[config.mk]
export PLATFORM = sky130hd
export DESIGN_NAME = clk_div_monitor
export DESIGN_NICKNAME = d
export VERILOG_FILES = /design/src/rtl/clk_mon_pkg.sv /design/src/rtl/sync_edge_det.sv /design/src/rtl/clk_div_monitor.sv
export SDC_FILE = /design/constraint.sdc
export NUM_CORES = 1
export LEC_CHECK = 0
export ABC_AREA = 0
export ABC_CLOCK_PERIOD_IN_PS = 2500
export BUFFER_PORTS_ARGS = -buffer_cell sky130_fd_sc_hd__buf_4
export CAP_MARGIN = 20
export CORE_MARGIN = 2
export CORE_UTILIZATION = 35
export CTS_BUF_LIST = sky130_fd_sc_hd__clkbuf_8
export CTS_CLUSTER_SIZE = 20
export DETAILED_ROUTE_END_ITERATION = 10
export PLACE_DENSITY = 0.63
export SLEW_MARGIN = 20
export SYNTH_ARGS = -nofsm -noshare
export SYNTH_HDL_FRONTEND = slang
export SYNTH_SLANG_ARGS = --single-unit
[constraint.sdc]
create_clock -name i_ref_clk -period 2.5 [get_ports i_ref_clk]
set_clock_uncertainty 0.2 [all_clocks]
set_input_delay 0.5 -clock i_ref_clk [delete_from_list [all_inputs] [get_ports i_ref_clk]]
set_output_delay 0.5 -clock i_ref_clk [all_outputs]
set_load 0.01 [all_outputs]
[src/rtl/clk_mon_pkg.sv]
// Shared types and helpers for the divided-clock monitor.
// Holds the FSM encoding and the timeout threshold function.
package clk_mon_pkg;

  typedef enum logic [1:0] {
    StIdle   = 2'd0,
    StArm    = 2'd1,
    StMeas   = 2'd2,
    StLocked = 2'd3
  } mon_state_e;

  localparam int unsigned TIMEOUT_MARGIN = 4;

  function automatic int unsigned to_timeout(input int unsigned ratio);
    return 2 * ratio + TIMEOUT_MARGIN;
  endfunction

endpackage

[src/rtl/sync_edge_det.sv]
// Multi-flop synchronizer for an asynchronous level, with registered rise/fall pulses.
// o_sync is the delayed level aligned with the pulses.
module sync_edge_det #(
  parameter int unsigned SYNC_STAGES = 2
) (
  input  logic i_clk,
  input  logic i_rst_n,
  input  logic i_async,
  output logic o_sync,
  output logic o_rise,
  output logic o_fall
);

  logic [SYNC_STAGES-1:0] r_sync;
  logic                   r_prev;
  logic                   r_rise;
  logic                   r_fall;
  logic                   w_level;

  assign w_level = r_sync[SYNC_STAGES-1];

  always_ff @(posedge i_clk or negedge i_rst_n) begin
    if (!i_rst_n) begin
      r_sync <= '0;
      r_prev <= 1'b0;
      r_rise <= 1'b0;
      r_fall <= 1'b0;
    end else begin
      r_sync <= {r_sync[SYNC_STAGES-2:0], i_async};
      r_prev <= w_level;
      r_rise <= w_level & ~r_prev;
      r_fall <= ~w_level & r_prev;
    end
  end

  assign o_sync = r_prev;
  assign o_rise = r_rise;
  assign o_fall = r_fall;

endmodule

[src/rtl/clk_div_monitor.sv]
// Measures a looped-back divided clock against i_ref_clk and reports lock/error/timeout.
// Define CLKMON_DUTY_CHECK_EN to also require the high time to equal i_exp_ratio>>1.
module clk_div_monitor
  import clk_mon_pkg::*;
#(
  parameter int unsigned WIDTH       = 4,
  parameter int unsigned LOCK_CNT    = 4,
  parameter int unsigned SYNC_STAGES = 2
) (
  input  logic             i_ref_clk,
  input  logic             i_rst_n,
  input  logic             i_mon_en,
  input  logic             i_mon_clk,
  input  logic [WIDTH-1:0] i_exp_ratio,
  output logic [WIDTH+1:0] o_period,
  output logic [WIDTH+1:0] o_high,
  output logic             o_meas_valid,
  output logic             o_locked,
  output logic             o_err,
  output logic             o_timeout
);

  localparam int unsigned CW = WIDTH + 2;
  localparam int unsigned MW = 4;

  logic w_sync, w_rise, w_fall, w_unused_edges;

  sync_edge_det #(
    .SYNC_STAGES(SYNC_STAGES)
  ) u_sync_edge_det (
    .i_clk  (i_ref_clk),
    .i_rst_n(i_rst_n),
    .i_async(i_mon_clk),
    .o_sync (w_sync),
    .o_rise (w_rise),
    .o_fall (w_fall)
  );

  mon_state_e       r_state, w_state_d;
  logic [CW-1:0]    r_cnt_per, w_cnt_per_d, w_thr, r_period;
  logic [WIDTH-1:0] r_exp;
  logic [MW-1:0]    r_match, w_match_d;
  logic             r_locked, w_locked_d, r_err, w_err_d, r_timeout, w_timeout_d;
  logic             r_meas_valid, w_capture;
  logic             w_ratio_ok, w_ratio_chg, w_per_ok, w_match, w_to_hit;

  assign w_ratio_ok  = i_exp_ratio > WIDTH'(1);
  assign w_ratio_chg = i_exp_ratio != r_exp;
  assign w_thr       = CW'(to_timeout(32'(i_exp_ratio)));
  assign w_per_ok    = r_cnt_per == CW'(i_exp_ratio);
  assign w_to_hit    = r_cnt_per >= w_thr;

  // Period counter: cleared in idle, restarts at 1 on each rise, saturates.
  always_comb begin
    w_cnt_per_d = r_cnt_per;
    if (r_state == StIdle) begin
      w_cnt_per_d = '0;
    end else if (w_rise) begin
      w_cnt_per_d = CW'(1);
    end else if (r_cnt_per != '1) begin
      w_cnt_per_d = r_cnt_per + CW'(1);
    end
  end

`ifdef CLKMON_DUTY_CHECK_EN
  logic [CW-1:0] r_cnt_hi, w_cnt_hi_d, r_high;

  always_comb begin
    w_cnt_hi_d = r_cnt_hi;
    if (r_state == StIdle) begin
      w_cnt_hi_d = '0;
    end else if (w_rise) begin
      w_cnt_hi_d = CW'(1);
    end else if (w_sync && (r_cnt_hi != '1)) begin
      w_cnt_hi_d = r_cnt_hi + CW'(1);
    end
  end

  always_ff @(posedge i_ref_clk or negedge i_rst_n) begin
    if (!i_rst_n) begin
      r_cnt_hi <= '0;
      r_high   <= '0;
    end else begin
      r_cnt_hi <= w_cnt_hi_d;
      if (w_capture) r_high <= r_cnt_hi;
    end
  end

  assign w_match        = w_per_ok && (r_cnt_hi == CW'(i_exp_ratio >> 1));
  assign o_high         = r_high;
  assign w_unused_edges = w_fall;
`else
  assign w_match        = w_per_ok;
  assign o_high         = '0;
  assign w_unused_edges = w_fall ^ w_sync;
`endif

  // Priority: disable/invalid ratio, ratio change, rise, timeout.
  always_comb begin
    w_state_d   = r_state;
    w_match_d   = r_match;
    w_locked_d  = r_locked;
    w_err_d     = r_err;
    w_timeout_d = r_timeout;
    w_capture   = 1'b0;
    if (!i_mon_en || !w_ratio_ok) begin
      w_state_d   = StIdle;
      w_match_d   = '0;
      w_locked_d  = 1'b0;
      w_err_d     = 1'b0;
      w_timeout_d = 1'b0;
    end else if (r_state == StIdle) begin
      w_state_d = StArm;
    end else if (w_ratio_chg) begin
      w_state_d  = StArm;
      w_match_d  = '0;
      w_locked_d = 1'b0;
    end else if (w_rise) begin
      if (r_state == StArm) begin
        w_state_d = StMeas;
      end else begin
        w_capture = 1'b1;
        if (r_state == StMeas) begin
          if (!w_match) begin
            w_match_d = '0;
          end else if (r_match == MW'(LOCK_CNT - 1)) begin
            w_state_d  = StLocked;
            w_locked_d = 1'b1;
            w_match_d  = '0;
          end else begin
            w_match_d = r_match + MW'(1);
          end
        end else if (!w_match) begin
          w_state_d  = StMeas;
          w_locked_d = 1'b0;
          w_err_d    = 1'b1;
          w_match_d  = '0;
        end
      end
    end else if (w_to_hit) begin
      w_state_d   = StArm;
      w_timeout_d = 1'b1;
      w_locked_d  = 1'b0;
      w_match_d   = '0;
    end
  end

  always_ff @(posedge i_ref_clk or negedge i_rst_n) begin
    if (!i_rst_n) begin
      r_state      <= StIdle;
      r_cnt_per    <= '0;
      r_exp        <= '0;
      r_match      <= '0;
      r_locked     <= 1'b0;
      r_err        <= 1'b0;
      r_timeout    <= 1'b0;
      r_meas_valid <= 1'b0;
      r_period     <= '0;
    end else begin
      r_state      <= w_state_d;
      r_cnt_per    <= w_cnt_per_d;
      r_exp        <= i_exp_ratio;
      r_match      <= w_match_d;
      r_locked     <= w_locked_d;
      r_err        <= w_err_d;
      r_timeout    <= w_timeout_d;
      r_meas_valid <= w_capture;
      if (w_capture) r_period <= r_cnt_per;
    end
  end

  assign o_period     = r_period;
  assign o_meas_valid = r_meas_valid;
  assign o_locked     = r_locked;
  assign o_err        = r_err;
  assign o_timeout    = r_timeout;

endmodule

Yosys cells after proc, flatten, opt, wreduce, memory -nomap -nowiden. Index checks and enable logic that the tools add are counted.

Logic and storage cells: 102. Bits in registers: 30. Output and inout port bits: 16. Input port bits: 8.

Add/sub/neg operators: 3. Magnitude comparators: 2. Bitwise gates (word level): 2. Multiplexer cells: 50. Reductions and logical operators: 14. Equality and inequality tests: 19.

Operator list (number): two-way mux 4 bit (10); two-way mux 1 bit (27); != test 7 bit (second input constant) (3); two-way mux 2 bit (10); two-way mux 6 bit (3); != test 5 bit (second input constant) (3); AND reduction 4 bit (3); AND reduction 6 bit (2); != test 2 bit (second input constant) (4); adder 5 x 3 -> 6 bit (second input constant) (1); adder 6 x 1 -> 6 bit (second input constant) (1); equality test 6 x 4 -> 1 bit (1); >= comparator 6 bit (1); != test 6 bit (second input constant) (1); nonzero test 5 bit (1); adder 4 x 1 -> 4 bit (second input constant) (1); equality test 4 x 2 -> 1 bit (second input constant) (1); greater-than comparator 4 x 1 -> 1 bit (second input constant) (1); != test 2 x 1 -> 1 bit (second input constant) (2); != test 4 bit (1); != test 4 bit (second input constant) (1); nonzero test 2 bit (2); nonzero test 4 bit (1); nonzero test 3 bit (1); other kinds (7) (8).

Logic depth before layout (Yosys ltp).
Word-level depth: 9. Gate-level depth with buffers: 9. Gate-level depth less buffers: 9.

Hierarchy. From an unflattened synthesis, not the netlist that was laid out.

Cells, all modules: 152. Area, all modules: 1629.1 sq um.

By module, submodules not included: clk_div_monitor (area each 1488.9 sq um, instances 1, cells each 145, seq. area each 650.6 sq um); sync_edge_det (area each 140.1 sq um, instances 1, cells each 7, seq. area each 125.1 sq um).

Worst setup path after synthesis. Ideal clock, no wire load.

Kind: in2reg. Start: input port i_exp_ratio[3]. End: register r_period[0] (netlist: o_period[0]). Slack: 0.173 ns. Arrival: 2.003 ns. Library setup time: 0.125 ns. Path buffers: 2. Cell stages on the path: 7. Path through: buf_6 -> xor2_2 -> nor4_4 -> and4b_4 -> and2b_1 -> buf_6 -> mux2_2.

Word-level cells in the longest chain between the ends: 4. Elaborated cells between the ends (all ways): 7. Those cells by class: 1 x order compare; 1 x eq/ne; 3 x mux; 2 x reduce/logical.

RTL lines: from (decl) (RTL line clk_div_monitor.sv:14) `input logic [WIDTH-1:0] i_exp_ratio,`; greater-than comparator 4 x 1 -> 1 bit / != test 4 bit (equally long branches) (RTL line clk_div_monitor.sv:47, clk_div_monitor.sv:48); logical NOT 1 bit / two-way mux 1 bit (equally long branches) (RTL line clk_div_monitor.sv:106, clk_div_monitor.sv:114); logical OR 1 bit / two-way mux 1 bit (equally long branches) (RTL line clk_div_monitor.sv:106, clk_div_monitor.sv:112); two-way mux 1 bit (*) (RTL line clk_div_monitor.sv:106) `if (!i_mon_en || !w_ratio_ok) begin`; net w_capture (RTL line clk_div_monitor.sv:44) `logic r_meas_valid, w_capture;`; to (signal assigned) (RTL line clk_div_monitor.sv:168) `if (w_capture) r_period <= r_cnt_per;`; to (decl) (RTL line clk_div_monitor.sv:40) `logic [CW-1:0] r_cnt_per, w_cnt_per_d, w_thr, r_period;`.

Mark *: on every way through the listed nets, which the timed path passes. The rest lies on a longest branch. A chain may end at the register's enable or synchronous reset.

Worst setup path in the final report.
Start: input port i_exp_ratio[1]. End: register r_match[3].

Word-level cells in the longest chain between the ends: 8. Elaborated cells between the ends (all ways): 19. Those cells by class: 1 x add/sub; 2 x order compare; 5 x eq/ne; 7 x mux; 4 x reduce/logical.

RTL lines: parallel branches: the longest is 8 deep, another holds adder 5 x 3 -> 6 bit; to (signal assigned) (RTL line clk_div_monitor.sv:163) `r_match <= w_match_d;`; to (decl) (RTL line clk_div_monitor.sv:42) `logic [MW-1:0] r_match, w_match_d;`.

Several ways; the timed one is not identified. The select of a mux whose other input is x is not followed.

==> flow_summary.toml <==
[run_status]
outcome = "completed"

[worst_setup_path]
crit_family = "compound AO/OA/AOI/OAI gates"
end_kind = "register"
worst_path_largest_cell_delay_ps = 320
crit_chain = "buf_4, ha_1, inv_1, ha_1, a21o_1, nand3_1, o211ai_1, o21ai_1, buf_4, a21oi_1, o22ai_1"
critical_path_arrival_ps = 2280
worst_path_max_delay_cell = "o21ai_1"
path_max_fanout = 6
rr_startpoint = "r_cnt_per[2]"
cp-start-kind = "input port"
cp.required_ps = 2500
crit_start = "i_exp_ratio[1]"
critPathBufInv = 3
crit_type = "input port to register"

[yosys]
yosysWarnings = 0
netlist_area_um2 = 1700
synth-main-ff-cell = "dfrtp_1"
ys_seq_area_share_pct = 44.2
avgSynthCellArea_um2 = 10.5
synth-edff-count = 0
synth.distinct_cells = 48
synthCells = 162
synth_seq_cells = 30
async_flop_share_pct = 100

[grt]
grt_pass1_wl_um = 5580
overflow = 0
grt_max_degree = 31
grt_pass1_vias = 1230
grt.total_usage_pct = 13.8
antenna_found_initial = 0

[power_and_ir_drop]
swShare_pct = 25.5
p_switching_mw = 0.262
total_power_mw = 1.03
ir_drop_mv = 0.325
comb_power_share_pct = 10.9
power_density_nw_per_um2 = 510
internal_power_mw = 0.767
p_clk_share_pct = 39.5
p_seq_share_pct = 49.6
power_leakage_nw = 0.968

[routing]
wl_met3_um = 170
drtIter0Drc = 42
final_antenna_net_count = 0
via_count = 1222
drc = 0
m1WireLength_um = 1500
drtPass1Iterations = 4
vias_per_cell = 4.99
routed.top_layer = "met4"
avgRoutedWirePerCell_um = 12.8
drt_wl_total_um = 3130
met2_length_um = 1400

[floorplanning]
pin_count = 24
die_height_um = 73.7
start_util_pct = 36.2
die_w_um = 73.7
core_um2 = 4690
die-area_um2 = 5420
rows = 25

[clock_tree]
clock_path_buffers = 2
insertion_delay_ps = 290
clk_pin_slew_ps = 70
h-tree-depth = 2
cts_tree = "done"
cts-root-buf = "clkbuf_8"
cts_sinks = 30
numCtsBuffers = 5
cts_resized = 0

[cells_and_area]
fillers = 470
area_growth_pct = 18.9
nets = 210
diodes = 0
design_area_um2 = 2020
drive_above_1_share_pct = 24.6

[sta]
period_minus_slack_ps = 2280
period_share_pct = 91.1
rsz0062_at_grt = "false"
slew_violations = 0
timing_hold_violations_final = 0
setup_violations = 0
timing.fmax_mhz = 439

[place]
portBuffers = 17
place.gp.congestion = 0.757
dpl_cell_area_um2 = 1910
hpwl_um = 2270

[hold_path]
min_from = "i_mon_clk"
min-delay-path-class = "input port to register"

[job]
drv_cap = 0
==> cells by family after synthesis <==
| logic type | Yosys count | share of synthesized area, % |
|---|---|---|
| AOI/OAI and AO/OA | 30 | 12.5 |
| other | 1 | 0.221 |
| muxes | 10 | 6.63 |
| xor gates and xnor gates | 8 | 4.57 |
| and+or+nand+nor | 48 | 15.8 |
| buffers and inverters | 23 | 7.29 |
| DFF | 30 | 44.2 |
| adders and majority gates | 12 | 8.84 |
==> state kept, by name (all words and copies together) (netlist names), 2 cells and up <==
register,cells
r_exp,4
r_cnt_per,6
r_state,2
r_match,4
o_period,6
u_sync_edge_det.r_sync,2
==> worst paths after layout <==
| path | endpoint | slack [ps] | cells after the start |
|---|---|---|---|
| max | r_match[3] | 220 | 11 |
| min | u_sync_edge_det.r_sync[0] | 110 | 1 |
| max reg2reg | r_match[0] | 270 | 7 |
| min reg2reg | u_sync_edge_det.r_sync[1] | 150 | 0 |
| max in group asynchronous | r_cnt_per[2] | 1350 | 2 |
| min in group asynchronous | r_state[0] | 480 | 2 |
==> synthesized netlist by cell type, types with 2 or more instances <==
cell type  number  area (um^2)
ha_1           12          150
o211ai_1        2         15.0
nor3_1          2         10.0
mux2_2          6         67.6
a21oi_1         3         15.0
a31oi_1         2         12.5
dfrtp_1        30          751
inv_1          12         45.0
o21ai_0         5         25.0
xor2_1          4         35.0
buf_6           2         22.5
xnor2_1         3         26.3
nor3b_1         2         15.0
o31ai_1         3         22.5
clkbuf_1        3         11.3
and3_1          2         12.5
o22ai_1         2         12.5
mux2i_1         3         30.0
nand2_1         6         22.5
nor2_1         14         52.6
nand4_1         2         12.5
nand3_1         8         40.0
nand2b_1        4         25.0
buf_4           6         45.0
==> per-layer routing <==
layer  GRT usage (%)  up-vias
met5               0        -
met4            6.46        0
met2            21.0       24
met1            16.8      572
met3            5.90        4
li1                -      622
==> what timing repair did <==
action / CTS / global route
hold buffers: 1 / 0
hold endpoints to repair: 30 / 0
setup buffers: 0 / 0
==> cells in the final DEF (no fill, tap or decap), types with 2 or more instances in the layout <==
master and n:
nand3_1 8, o211ai_1 2, mux2_2 6, nor2_1 14, o21ai_0 5, xnor2_1 3
nor3_1 2, clkbuf_8 6, o31ai_1 3, nand2_1 6, conb_1 6, a31oi_1 2
o22ai_1 2, nand4_1 2, dfrtp_1 30, mux2i_1 3, nor3b_1 2, and3_1 2
xor2_1 4, buf_4 25, inv_1 12, ha_1 12, a21oi_1 3, nand2b_1 4
==> power by group through the flow <==
| stage | sequential [mW] | clock, mW | combinational [mW] |
|---|---|---|---|
| 2_1_floorplan | 0.516 | 0 | 0.0749 |
| 3_3_place_gp | 0.519 | 0 | 0.111 |
| 3_5_place_dp | 0.520 | 0 | 0.113 |
| 4_1_cts | 0.511 | 0.425 | 0.114 |
| 5_1_grt | 0.512 | 0.443 | 0.128 |
| 6_report | 0.511 | 0.407 | 0.112 |
==> area by class of cell <==
class / count / area [um^2] / area share, %
multi-input combinational: 114 / 842 / 41.7
sequential: 30 / 751 / 37.2
inverter: 12 / 45.0 / 2.23
tap: 54 / 67.6 / 3.35
timing repair buffer: 27 / 218 / 10.8
clock inverter: 2 / 12.5 / 0.620
clock buffer: 6 / 82.6 / 4.09
==> metrics by stage <==
step / worst slack [ps] / util (%) / setup TNS (ps) / hold slack (ps) / std cells
global placement: -49.7 / 40.8 / -223 / 135 / 236
global route: 52.6 / 43.0 / 0 / 101 / 245
floorplan: 173 / - / 0 / 4.41 / 167
finish: 222 / 43.0 / 0 / 113 / 245
detailed placement: -91.6 / 40.8 / -368 / 140 / 236
CTS: 221 / 43.0 / 0 / 103 / 245
No activity file was read; power rests on OpenSTA's default activity.
